<file path="src/rtl/seg7_pair_decoder_if.sv">
// seg7_pair_decoder_if: segment sample bus in, decoded value handshake and error pulses out
//  seg_in/seg_dig/seg_stb : strobed segment pattern and digit select (master -> slave)
//  out_ready              : consumer accept (master -> slave)
//  out_valid/out_value/out_tens/out_ones : decoded frame (slave -> master)
//  err_pattern/err_timeout : one-cycle error pulses (slave -> master)
interface seg7_pair_decoder_if;
  logic [6:0] seg_in;
  logic seg_dig;
  logic seg_stb;
  logic out_ready;
  logic out_valid;
  logic [6:0] out_value;
  logic [3:0] out_tens;
  logic [3:0] out_ones;
  logic err_pattern;
  logic err_timeout;
  modport master (
    output seg_in, seg_dig, seg_stb, out_ready,
    input out_valid, out_value, out_tens, out_ones, err_pattern, err_timeout
  );
  modport slave (
    input seg_in, seg_dig, seg_stb, out_ready,
    output out_valid, out_value, out_tens, out_ones, err_pattern, err_timeout
  );
endinterface

</file>
<file path="src/rtl/seg7_pair_decoder.sv">
// seg7_pair_decoder: decodes time-multiplexed two-digit 7-segment frames to a 0..99 value
//  clk, rst : clock and synchronous active-high reset
//  bus      : seg7_pair_decoder_if.slave (segment samples in, value/handshake/errors out)
module seg7_pair_decoder #(
  parameter int STABLE_FRAMES = 2,
  parameter int TIMEOUT = 255
) (
  input logic clk,
  input logic rst,
  seg7_pair_decoder_if.slave bus
);
  localparam int CW = $clog2(STABLE_FRAMES + 1);
  localparam int TW = $clog2(TIMEOUT + 1);
  localparam logic [CW-1:0] CNT_MAX = CW'(STABLE_FRAMES);
  localparam logic [TW-1:0] TMO_LAST = TW'(TIMEOUT - 1);
  typedef enum logic [1:0] {IDLE, GOT_TENS, COMPARE, HOLD} state_t;
  state_t state;
  logic [3:0] tens_r, ones_r;
  logic [7:0] last_frame, emit_frame;
  logic [CW-1:0] cnt, nxt_cnt;
  logic [TW-1:0] tmo;
  logic emitted;
  logic [4:0] dec;
  logic legal, fire;
  logic [3:0] digit;
  logic [7:0] frame;
  always_comb begin
    dec = 5'h00;
    case (bus.seg_in)
      7'b1111110: dec = 5'h10;
      7'b0110000: dec = 5'h11;
      7'b1101101: dec = 5'h12;
      7'b1111001: dec = 5'h13;
      7'b0110011: dec = 5'h14;
      7'b1011011: dec = 5'h15;
      7'b1011111: dec = 5'h16;
      7'b1110000: dec = 5'h17;
      7'b1111111: dec = 5'h18;
      7'b1111011: dec = 5'h19;
      default: dec = 5'h00;
    endcase
  end
  assign legal = dec[4];
  assign digit = dec[3:0];
  assign frame = {tens_r, ones_r};
  assign nxt_cnt = (frame == last_frame) ? ((cnt == CNT_MAX) ? cnt : cnt + 1'b1) : CW'(1);
  // a frame already emitted is not re-emitted while it keeps repeating
  assign fire = (nxt_cnt == CNT_MAX) && (!emitted || frame != emit_frame);
  always_ff @(posedge clk) begin
    if (rst) begin
      state <= IDLE;
      tens_r <= '0;
      ones_r <= '0;
      last_frame <= '0;
      emit_frame <= '0;
      cnt <= '0;
      tmo <= '0;
      emitted <= 1'b0;
      bus.out_valid <= 1'b0;
      bus.out_value <= '0;
      bus.out_tens <= '0;
      bus.out_ones <= '0;
      bus.err_pattern <= 1'b0;
      bus.err_timeout <= 1'b0;
    end else begin
      bus.err_pattern <= 1'b0;
      bus.err_timeout <= 1'b0;
      case (state)
        IDLE: if (bus.seg_stb && !bus.seg_dig) begin
          if (legal) begin
            tens_r <= digit;
            tmo <= '0;
            state <= GOT_TENS;
          end else begin
            bus.err_pattern <= 1'b1;
            cnt <= '0;
          end
        end
        GOT_TENS: if (bus.seg_stb) begin
          if (!legal) begin
            bus.err_pattern <= 1'b1;
            cnt <= '0;
            state <= IDLE;
          end else if (bus.seg_dig) begin
            ones_r <= digit;
            state <= COMPARE;
          end else begin
            tens_r <= digit;
            tmo <= '0;
          end
        end else if (tmo == TMO_LAST) begin
          bus.err_timeout <= 1'b1;
          cnt <= '0;
          state <= IDLE;
        end else tmo <= tmo + 1'b1;
        COMPARE: begin
          cnt <= nxt_cnt;
          last_frame <= frame;
          if (fire) begin
            bus.out_tens <= tens_r;
            bus.out_ones <= ones_r;
            bus.out_value <= {3'b000, tens_r} * 7'd10 + {3'b000, ones_r};
            emitted <= 1'b1;
            emit_frame <= frame;
            state <= HOLD;
          end else state <= IDLE;
        end
        // valid rises one cycle after entering HOLD, giving the two-edge output latency
        HOLD: if (!bus.out_valid) bus.out_valid <= 1'b1;
        else if (bus.out_ready) begin
          bus.out_valid <= 1'b0;
          state <= IDLE;
        end
        default: state <= IDLE;
      endcase
    end
  end
endmodule

</file>
<file path="src/flat_wrapper.sv">
// flat-port wrapper written by rule: the top's interface ports become plain ports
module seg7_pair_decoder_flat 
#(
  parameter int STABLE_FRAMES = 2,
  parameter int TIMEOUT = 255
)
  (clk, rst, bus_seg_in, bus_seg_dig, bus_seg_stb, bus_out_ready, bus_out_valid, bus_out_value, bus_out_tens, bus_out_ones, bus_err_pattern, bus_err_timeout);
  seg7_pair_decoder_if bus_i ();
  input logic clk;
  input logic rst;
  input wire logic [$bits(bus_i.seg_in)-1:0] bus_seg_in;
  input wire logic [$bits(bus_i.seg_dig)-1:0] bus_seg_dig;
  input wire logic [$bits(bus_i.seg_stb)-1:0] bus_seg_stb;
  input wire logic [$bits(bus_i.out_ready)-1:0] bus_out_ready;
  output wire logic [$bits(bus_i.out_valid)-1:0] bus_out_valid;
  output wire logic [$bits(bus_i.out_value)-1:0] bus_out_value;
  output wire logic [$bits(bus_i.out_tens)-1:0] bus_out_tens;
  output wire logic [$bits(bus_i.out_ones)-1:0] bus_out_ones;
  output wire logic [$bits(bus_i.err_pattern)-1:0] bus_err_pattern;
  output wire logic [$bits(bus_i.err_timeout)-1:0] bus_err_timeout;
  assign bus_i.seg_in = bus_seg_in;
  assign bus_i.seg_dig = bus_seg_dig;
  assign bus_i.seg_stb = bus_seg_stb;
  assign bus_i.out_ready = bus_out_ready;
  assign bus_out_valid = bus_i.out_valid;
  assign bus_out_value = bus_i.out_value;
  assign bus_out_tens = bus_i.out_tens;
  assign bus_out_ones = bus_i.out_ones;
  assign bus_err_pattern = bus_i.err_pattern;
  assign bus_err_timeout = bus_i.err_timeout;
  seg7_pair_decoder #(.STABLE_FRAMES(STABLE_FRAMES), .TIMEOUT(TIMEOUT)) u_core (.clk(clk), .rst(rst), .bus(bus_i));
endmodule
</file>
<file path="config.mk">
export PLATFORM = sky130hd
export DESIGN_NAME = seg7_pair_decoder_flat
export DESIGN_NICKNAME = d
export VERILOG_FILES = /design/src/rtl/seg7_pair_decoder_if.sv /design/src/rtl/seg7_pair_decoder.sv /design/src/flat_wrapper.sv
export SDC_FILE = /design/constraint.sdc
export NUM_CORES = 1
export LEC_CHECK = 0
export BUFFER_PORTS_ARGS = -buffer_cell sky130_fd_sc_hd__buf_4
export CORE_ASPECT_RATIO = 1.75
export CORE_MARGIN = 2
export CORE_UTILIZATION = 55
export DETAILED_ROUTE_END_ITERATION = 12
export GPL_ROUTABILITY_DRIVEN = 0
export HOLD_SLACK_MARGIN = 0.1
export PLACE_DENSITY = 0.77
export RECOVER_POWER = 100
export SYNTH_ARGS = -nofsm -noshare
export SYNTH_HDL_FRONTEND = slang
export SYNTH_SLANG_ARGS = --single-unit
</file>
<file path="constraint.sdc">
create_clock -name clk -period 5 [get_ports clk]
set_input_delay 0.75 -clock clk [delete_from_list [all_inputs] [get_ports clk]]
set_output_delay 0.75 -clock clk [all_outputs]
set_load 0.02 [all_outputs]
</file>
==> impl_metrics.tcl, run 1 <==
set metrics [dict create \
    fillers 417 \
    hold_depth 2 \
    yosys_warnings 0 \
    start_util_pct 57.4 \
    reg2reg_from "u_core.state[0]" \
    port_buffers 29 \
    tns_ns 0 \
    routed_wl_mm 4.92 \
    min_from "u_core.emitted" \
    ys_types 48 \
    clockPowerShare_pct 37.0 \
    antenna_found_initial 0 \
    max_freq_mhz 286 \
    cts_tree "yes" \
    ioPinCount 30 \
    wire_per_inst_um 13.8 \
    crit_fanout 18 \
    hpwl_mm 3.75 \
    design.die.area_mm2 0.00518 \
    switching_share_pct 23.1 \
    setup_violations 0 \
    arrival_ns 3.69 \
    synth_area_leaders "dfxtp_1 36%, mux2i_1 10%, xor2_1 7.6%, ha_1 7.4%, nor2_1 6.8%" \
    syn_area_per_cell_um2 9.04 \
    dieHeight_um 93.7 \
    hold_path_class "register to register" \
    end_kind "register" \
    grt_pass1_vias 1938 \
    grt_overflow_total 0 \
    status "finished with violations" \
    synthesis.area_mm2 0.00253 \
    finalCriticalPeriod_ns 3.50 \
    net-switching-power_uw 147 \
    ctsRootBufferMaster "clkbuf_8" \
    fp.coreArea_mm2 0.00440 \
    yosysTopAreaCellShare_pct 36.4 \
    fin_cells 356 \
    cts_hold_buf 0 \
    first_iter_violations 37 \
    crit_chain "inv_1 > ha_1 > nor2b_1 > nand4_1 > a41oi_1 > nor2_1 > a211oi_1" \
    p_per_area_mw_per_mm2 232 \
    reg2regPathDepth 7 \
    clk_pin_slew_worst_paths_ns 0.08 \
    grt_max_degree 42 \
    synthFlopType "dfxtp_1" \
    netlist_instances 280 \
    grt_pass1_wl_mm 8.40 \
    slew_viol_final 19 \
    fin_skew_ns 0.00501 \
    drt_first_pass_iters 4 \
    critPathKind "register to register" \
    hold_viol 0 \
    rsz0062_at_grt "false" \
    fin_crit_sh_pct 69.9 \
    die_w_um 55.3 \
    cts_max_level 2 \
    synth_edf_count 0 \
    cap_violations 1 \
    vias 1999 \
    violations "max-capacitance violations, max-slew violations" \
    clock_sinks 46 \
    max_stage_delay_ns 1.57 \
    r2r-end "u_core.bus.out_value[5]" \
    clk_latency_ns 0.30 \
    cts_setup_buffers 0 \
    startpoint_type "register" \
    holdPathEnd "u_core.emitted" \
    cts_buffers 5 \
    p_leak_uw 0.00112 \
    synth.largest_area_cell "dfxtp_1" \
    placed_cells 348 \
    row_count 32 \
    clk_path_buf_depth 2 \
    diodes 0 \
    viasPerCell 5.62 \
    ys_seq_area_share_pct 36.4 \
    p_comb_share_pct 5.4 \
    max-slew-margin-rel_pct -43.6 \
    reg2reg_setup_slack_ns 1.50 \
    grt_usage_pct 20.1 \
    ant_nets 0 \
    ys_seq_elements 46 \
    nets 333 \
    vdd_ir_drop_max_v 0.000239 \
    synth_common_cells "46 x dfxtp_1, 46 x nor2_1, 26 x mux2i_1" \
    cts_resized 0 \
    cp.required_ns 5.20 \
    syn_to_final_growth_pct 8.75 \
    drive_gt1_share_pct 7.54 \
    crit_slowest_cell "a41oi_1" \
    synthArstFlopShare_pct 0 \
    worst_slew_pin_slew_ns 2.13 \
    seq_power_share_pct 57.5 \
    drc_errors 0 \
    internal_power_uw 491 \
    syn_nets 309 \
]
[registers in the layout, indices dropped and copies added, names as in the netlist]
signal                  count
u_core.tmo                  8
u_core.bus.err_pattern      1
u_core.cnt                  2
u_core.emit_frame           8
u_core.bus.out_value        6
u_core.emitted              1
u_core.bus.out_valid        1
u_core.bus.err_timeout      1
u_core.last_frame           8
u_core.tens_r               4
u_core.ones_r               4
u_core.state                2
[cells in the final DEF, fill, tap and decap left out, types with 3 or more instances in the layout]
cell	instances
clkbuf_8	6
a21o_1	3
nand2b_1	3
xnor2_1	6
nor2_1	46
nor4_1	3
ha_1	15
a21oi_1	12
inv_1	11
xor2_1	22
nand2_1	13
o21ai_0	9
clkbuf_1	19
and3_1	3
nand3_1	9
a211oi_1	5
dfxtp_1	46
buf_4	10
nand4_1	5
mux2i_1	26
[power groups by stage]
stage | sequential [uW] | clock [uW] | combinational [uW]
after detailed placement | 376 | 0 | 36.5
after global placement | 376 | 0 | 36.2
after global routing | 367 | 255 | 39.5
after floorplan | 376 | 0 | 20.6
after CTS | 367 | 242 | 36.6
final | 367 | 236 | 34.7
[through the flow]
stage | hold slack [ns] | area, um^2 | total power (uW) | worst slack, ns | utilization, %
2_1_floorplan | 0.425 | 2530 | 397 | 2.47 | -
3_3_place_gp | 0.452 | 2760 | 412 | 2.16 | 62.6
3_5_place_dp | 0.457 | 2760 | 412 | 2.13 | 62.6
4_1_cts | 0.470 | 2850 | 646 | 2.13 | 64.8
5_1_grt | 0.469 | 2750 | 662 | 1.14 | 62.5
6_report | 0.454 | 2750 | 638 | 1.50 | 62.5
[cell families (layout without fill, tap and decap cells)]
group	after synthesis	count (layout)	synth area share [%]
XOR/XNOR	28	28	9.69
AND/OR/NAND/NOR	98	98	18.8
flip-flops	46	46	36.4
buffers and inverters	23	48	4.06
adder cells (fa/ha/maj)	17	17	9.00
multiplexers	27	27	10.9
AO/OA/AOI/OAI	41	41	11.2
[layout make-up]
cell class / instances / area, um^2 / area share (%)
repair buffers: 29 / 146 / 5.32
well taps: 51 / 63.8 / 2.32
clock inverters: 2 / 12.5 / 0.455
clock buffers: 6 / 82.6 / 3.00
inverters: 11 / 41.3 / 1.50
flip-flops and latches: 46 / 921 / 33.5
multi-input cells: 211 / 1480 / 53.9
[routing by layer]
| metal | vias to the layer above | global-route usage (%) | wire length, um |
|---|---|---|---|
| met4 | 0 | 11.2 | 191 |
| met3 | 15 | 3.31 | 128 |
| met5 | - | 0 | 0 |
| li1 | 1009 | - | - |
| met2 | 33 | 38.6 | 2660 |
| met1 | 942 | 20.1 | 1930 |
[worst max path at each step]
stage                startpoint                      end  slack [ns]  cells after the start
3_3_place_gp      bus_seg_in[0]            u_core.tmo[3]        2.16                      7
3_5_place_dp    u_core.state[0]  u_core.bus.out_value[5]        2.13                      7
2_1_floorplan     bus_seg_in[0]            u_core.tmo[1]        2.47                      7
5_1_grt        u_core.tens_r[3]  u_core.bus.out_value[5]        1.14                      6
6_report        u_core.state[0]  u_core.bus.out_value[5]        1.50                      7
4_1_cts         u_core.state[0]  u_core.bus.out_value[5]        2.13                      7
[critical path, delay by kind of cell, from the launching register on]
kind | cells | cell delay [ns]
flops | 1 | 0.37
fa+ha+maj | 1 | 0.55
simple gates | 3 | 0.47
buf+inv | 1 | 0.12
compound gates | 2 | 1.88
Power figures use the tool's default switching activity.
==> inputs of run 2 (changes only) <==
- ABC_AREA: unset -> 1
- PLACE_DENSITY: 0.77 -> 0.76
- clock period: 5 -> 3.4 ns (I/O delays scaled with it)
==> impl_metrics.tcl, run 2 <==
set metrics [dict create \
    hold_depth 2 \
    synth_edf_count 0 \
    cts_max_level 2 \
    grt_overflow_total 0 \
    vdd_ir_drop_max_v 0.000319 \
    clk_latency_ns 0.30 \
    synthFlopType "dfxtp_1" \
    cts_hold_buf 0 \
    fin_skew_ns 0.00756 \
    cpMostUsedCell "inv_1" \
    synth_area_leaders "dfxtp_1 33%, nand2_1 12%, ha_1 6.6%, nor2_1 6.5%, inv_1 6.2%" \
    crit_fanout 18 \
    max-slew-margin-rel_pct 30.6 \
    hold_path_class "register to register" \
    max_freq_mhz 416 \
    crit_chain "inv_1 > ha_1 > nand2_1 > inv_1 > nand3_1 > nor2_4 > inv_1 > o21ai_0 > a21oi_1" \
    slew_viol_final 0 \
    finalCriticalPeriod_ns 2.40 \
    vias 2585 \
    clk_pin_slew_worst_paths_ns 0.08 \
    ioPinCount 30 \
    netlist_instances 397 \
    rsz0062_at_grt "false" \
    yosys_warnings 0 \
    start_util_pct 56.9 \
    arrival_ns 2.58 \
    wl_met1_mm 2.32 \
    yosysTopAreaCellShare_pct 32.5 \
    end_kind "register" \
    drive_gt1_share_pct 9.88 \
    syn_nets 426 \
    clk_path_buf_depth 2 \
    drc_errors 0 \
    first_iter_violations 72 \
    tns_ns 0 \
    row_count 34 \
    worst_slew_pin_slew_ns 1.04 \
    fin_cells 479 \
    critPathKind "register to register" \
    cts_tree "yes" \
    wl_met3_um 162 \
    grt_pass1_vias 2477 \
    nets 453 \
    cp.required_ns 3.57 \
    synth.largest_area_cell "dfxtp_1" \
    reg_top3 "u_core.emit_frame (8), u_core.last_frame (8), u_core.tmo (8)" \
    cts_setup_buffers 0 \
    grt_usage_pct 23.7 \
    mostFrequentLayoutCells "88 x nand2_1, 51 x nor2_1, 48 x inv_1" \
    fp.coreArea_mm2 0.00498 \
    hold_viol 0 \
    p_leak_uw 0.00127 \
    synthesis.area_mm2 0.00283 \
    ctsRootBufferMaster "clkbuf_8" \
    hpwl_mm 5.01 \
    status "finished, final reports clean" \
    routed_wl_mm 6.47 \
    drt_first_pass_iters 5 \
    design.die.area_mm2 0.00576 \
    placed_cells 471 \
    ys_seq_elements 46 \
    fin_crit_sh_pct 70.7 \
    antenna_found_initial 0 \
    p_per_area_mw_per_mm2 434 \
    startpoint_type "register" \
    diodes 0 \
    synthArstFlopShare_pct 0 \
    cts_resized 0 \
    die_w_um 58.3 \
    cts_buffers 5 \
    highest_layer "met4" \
    port_buffers 29 \
    cap_violations 0 \
    crit_slowest_cell "ha_1" \
    wl_met2_mm 3.72 \
    syn_area_per_cell_um2 7.14 \
    worst_hold_slack_ns 0.464 \
    wire_per_inst_um 13.5 \
    syn_to_final_growth_pct 7.29 \
    viasPerCell 5.40 \
    synth.most_common_cell "nand2_1" \
    dieHeight_um 98.9 \
    clock_sinks 46 \
    ant_nets 0 \
    setup_violations 0 \
    mostFrequentLayoutCell "nand2_1" \
    synth_common_cells "88 x nand2_1, 49 x nor2_1, 47 x inv_1" \
    ys_types 36 \
    reg2regPathDepth 9 \
    ys_seq_area_share_pct 32.5 \
    max_stage_delay_ns 0.48 \
    grt_pass1_wl_mm 10.6 \
    grt_max_degree 28 \
]
## run 2: changes by cell type in the layout (fill, tap and decap cells not counted), moves of 7 or more
cell     delta
nand3_1     +7
xor2_1     -16
nand2_2     +8
o21ai_0    +16
nand2_1    +75
a21oi_1    +24
mux2i_1    -26
inv_1      +37
## run 2: area by class of cell
| cell class | instances | area, um^2 |
|---|---|---|
| clock buffers | 7 | 76.3 |
| clock inverters | 1 | 30.0 |
| fillers | 500 | 1940 |
| inverters | 53 | 199 |
| multi-input cells | 289 | 1600 |
| flip-flops and latches | 46 | 921 |
| well taps | 54 | 67.6 |
| repair buffers | 29 | 143 |
## run 2: kinds of logic after synthesis
family          share of synthesized area (%)
simple gates                             32.9
xor+xnor                                 4.33
compound gates                           13.3
fa+ha+maj                                8.04
buf+inv                                  8.97
flops                                    32.5
## run 2: routing by layer
layer / vias to the layer above / track usage, %
met4: 0 / 12.3
met1: 1205 / 22.8
li1: 1321 / -
met3: 18 / 3.15
met2: 41 / 46.1
met5: - / 0
## run 2: critical path, delay by kind of cell (launching register included)
kind | cells | cell delay, ns
AOI/OAI and AO/OA | 2 | 0.30
adders and majority gates | 1 | 0.48
DFF | 1 | 0.37
buffers and inverters | 3 | 0.50
and+or+nand+nor | 3 | 0.63
## run 2: per-stage QoR
| stage | setup slack [ns] | area [um^2] | total power [uW] | util, % |
|---|---|---|---|---|
| floorplan | 1.55 | 2830 | 859 | - |
| CTS | 1.15 | 3170 | 1340 | 63.7 |
| finish | 0.996 | 3040 | 1320 | 61.1 |
| detailed placement | 1.23 | 3060 | 941 | 61.5 |
| global route | 0.718 | 3040 | 1390 | 61.1 |
| global placement | 1.29 | 3060 | 935 | 61.5 |
## run 2: path summary, 6_finish.rpt
kind | start | endpoint | slack, ns
worst max-delay path | u_core.state[0] | u_core.emit_frame[3] | 1.0
worst min-delay path | u_core.emitted | u_core.emitted | 0.46
worst max register to register | u_core.state[0] | u_core.emit_frame[3] | 1.0
worst min register to register | u_core.emitted | u_core.emitted | 0.46
## run 2: power by group
part	switching, uW	internal, uW	total, uW
Clock	182	220	403
Sequential	35.1	567	602
Combinational	202	113	315
Total	419	900	1320
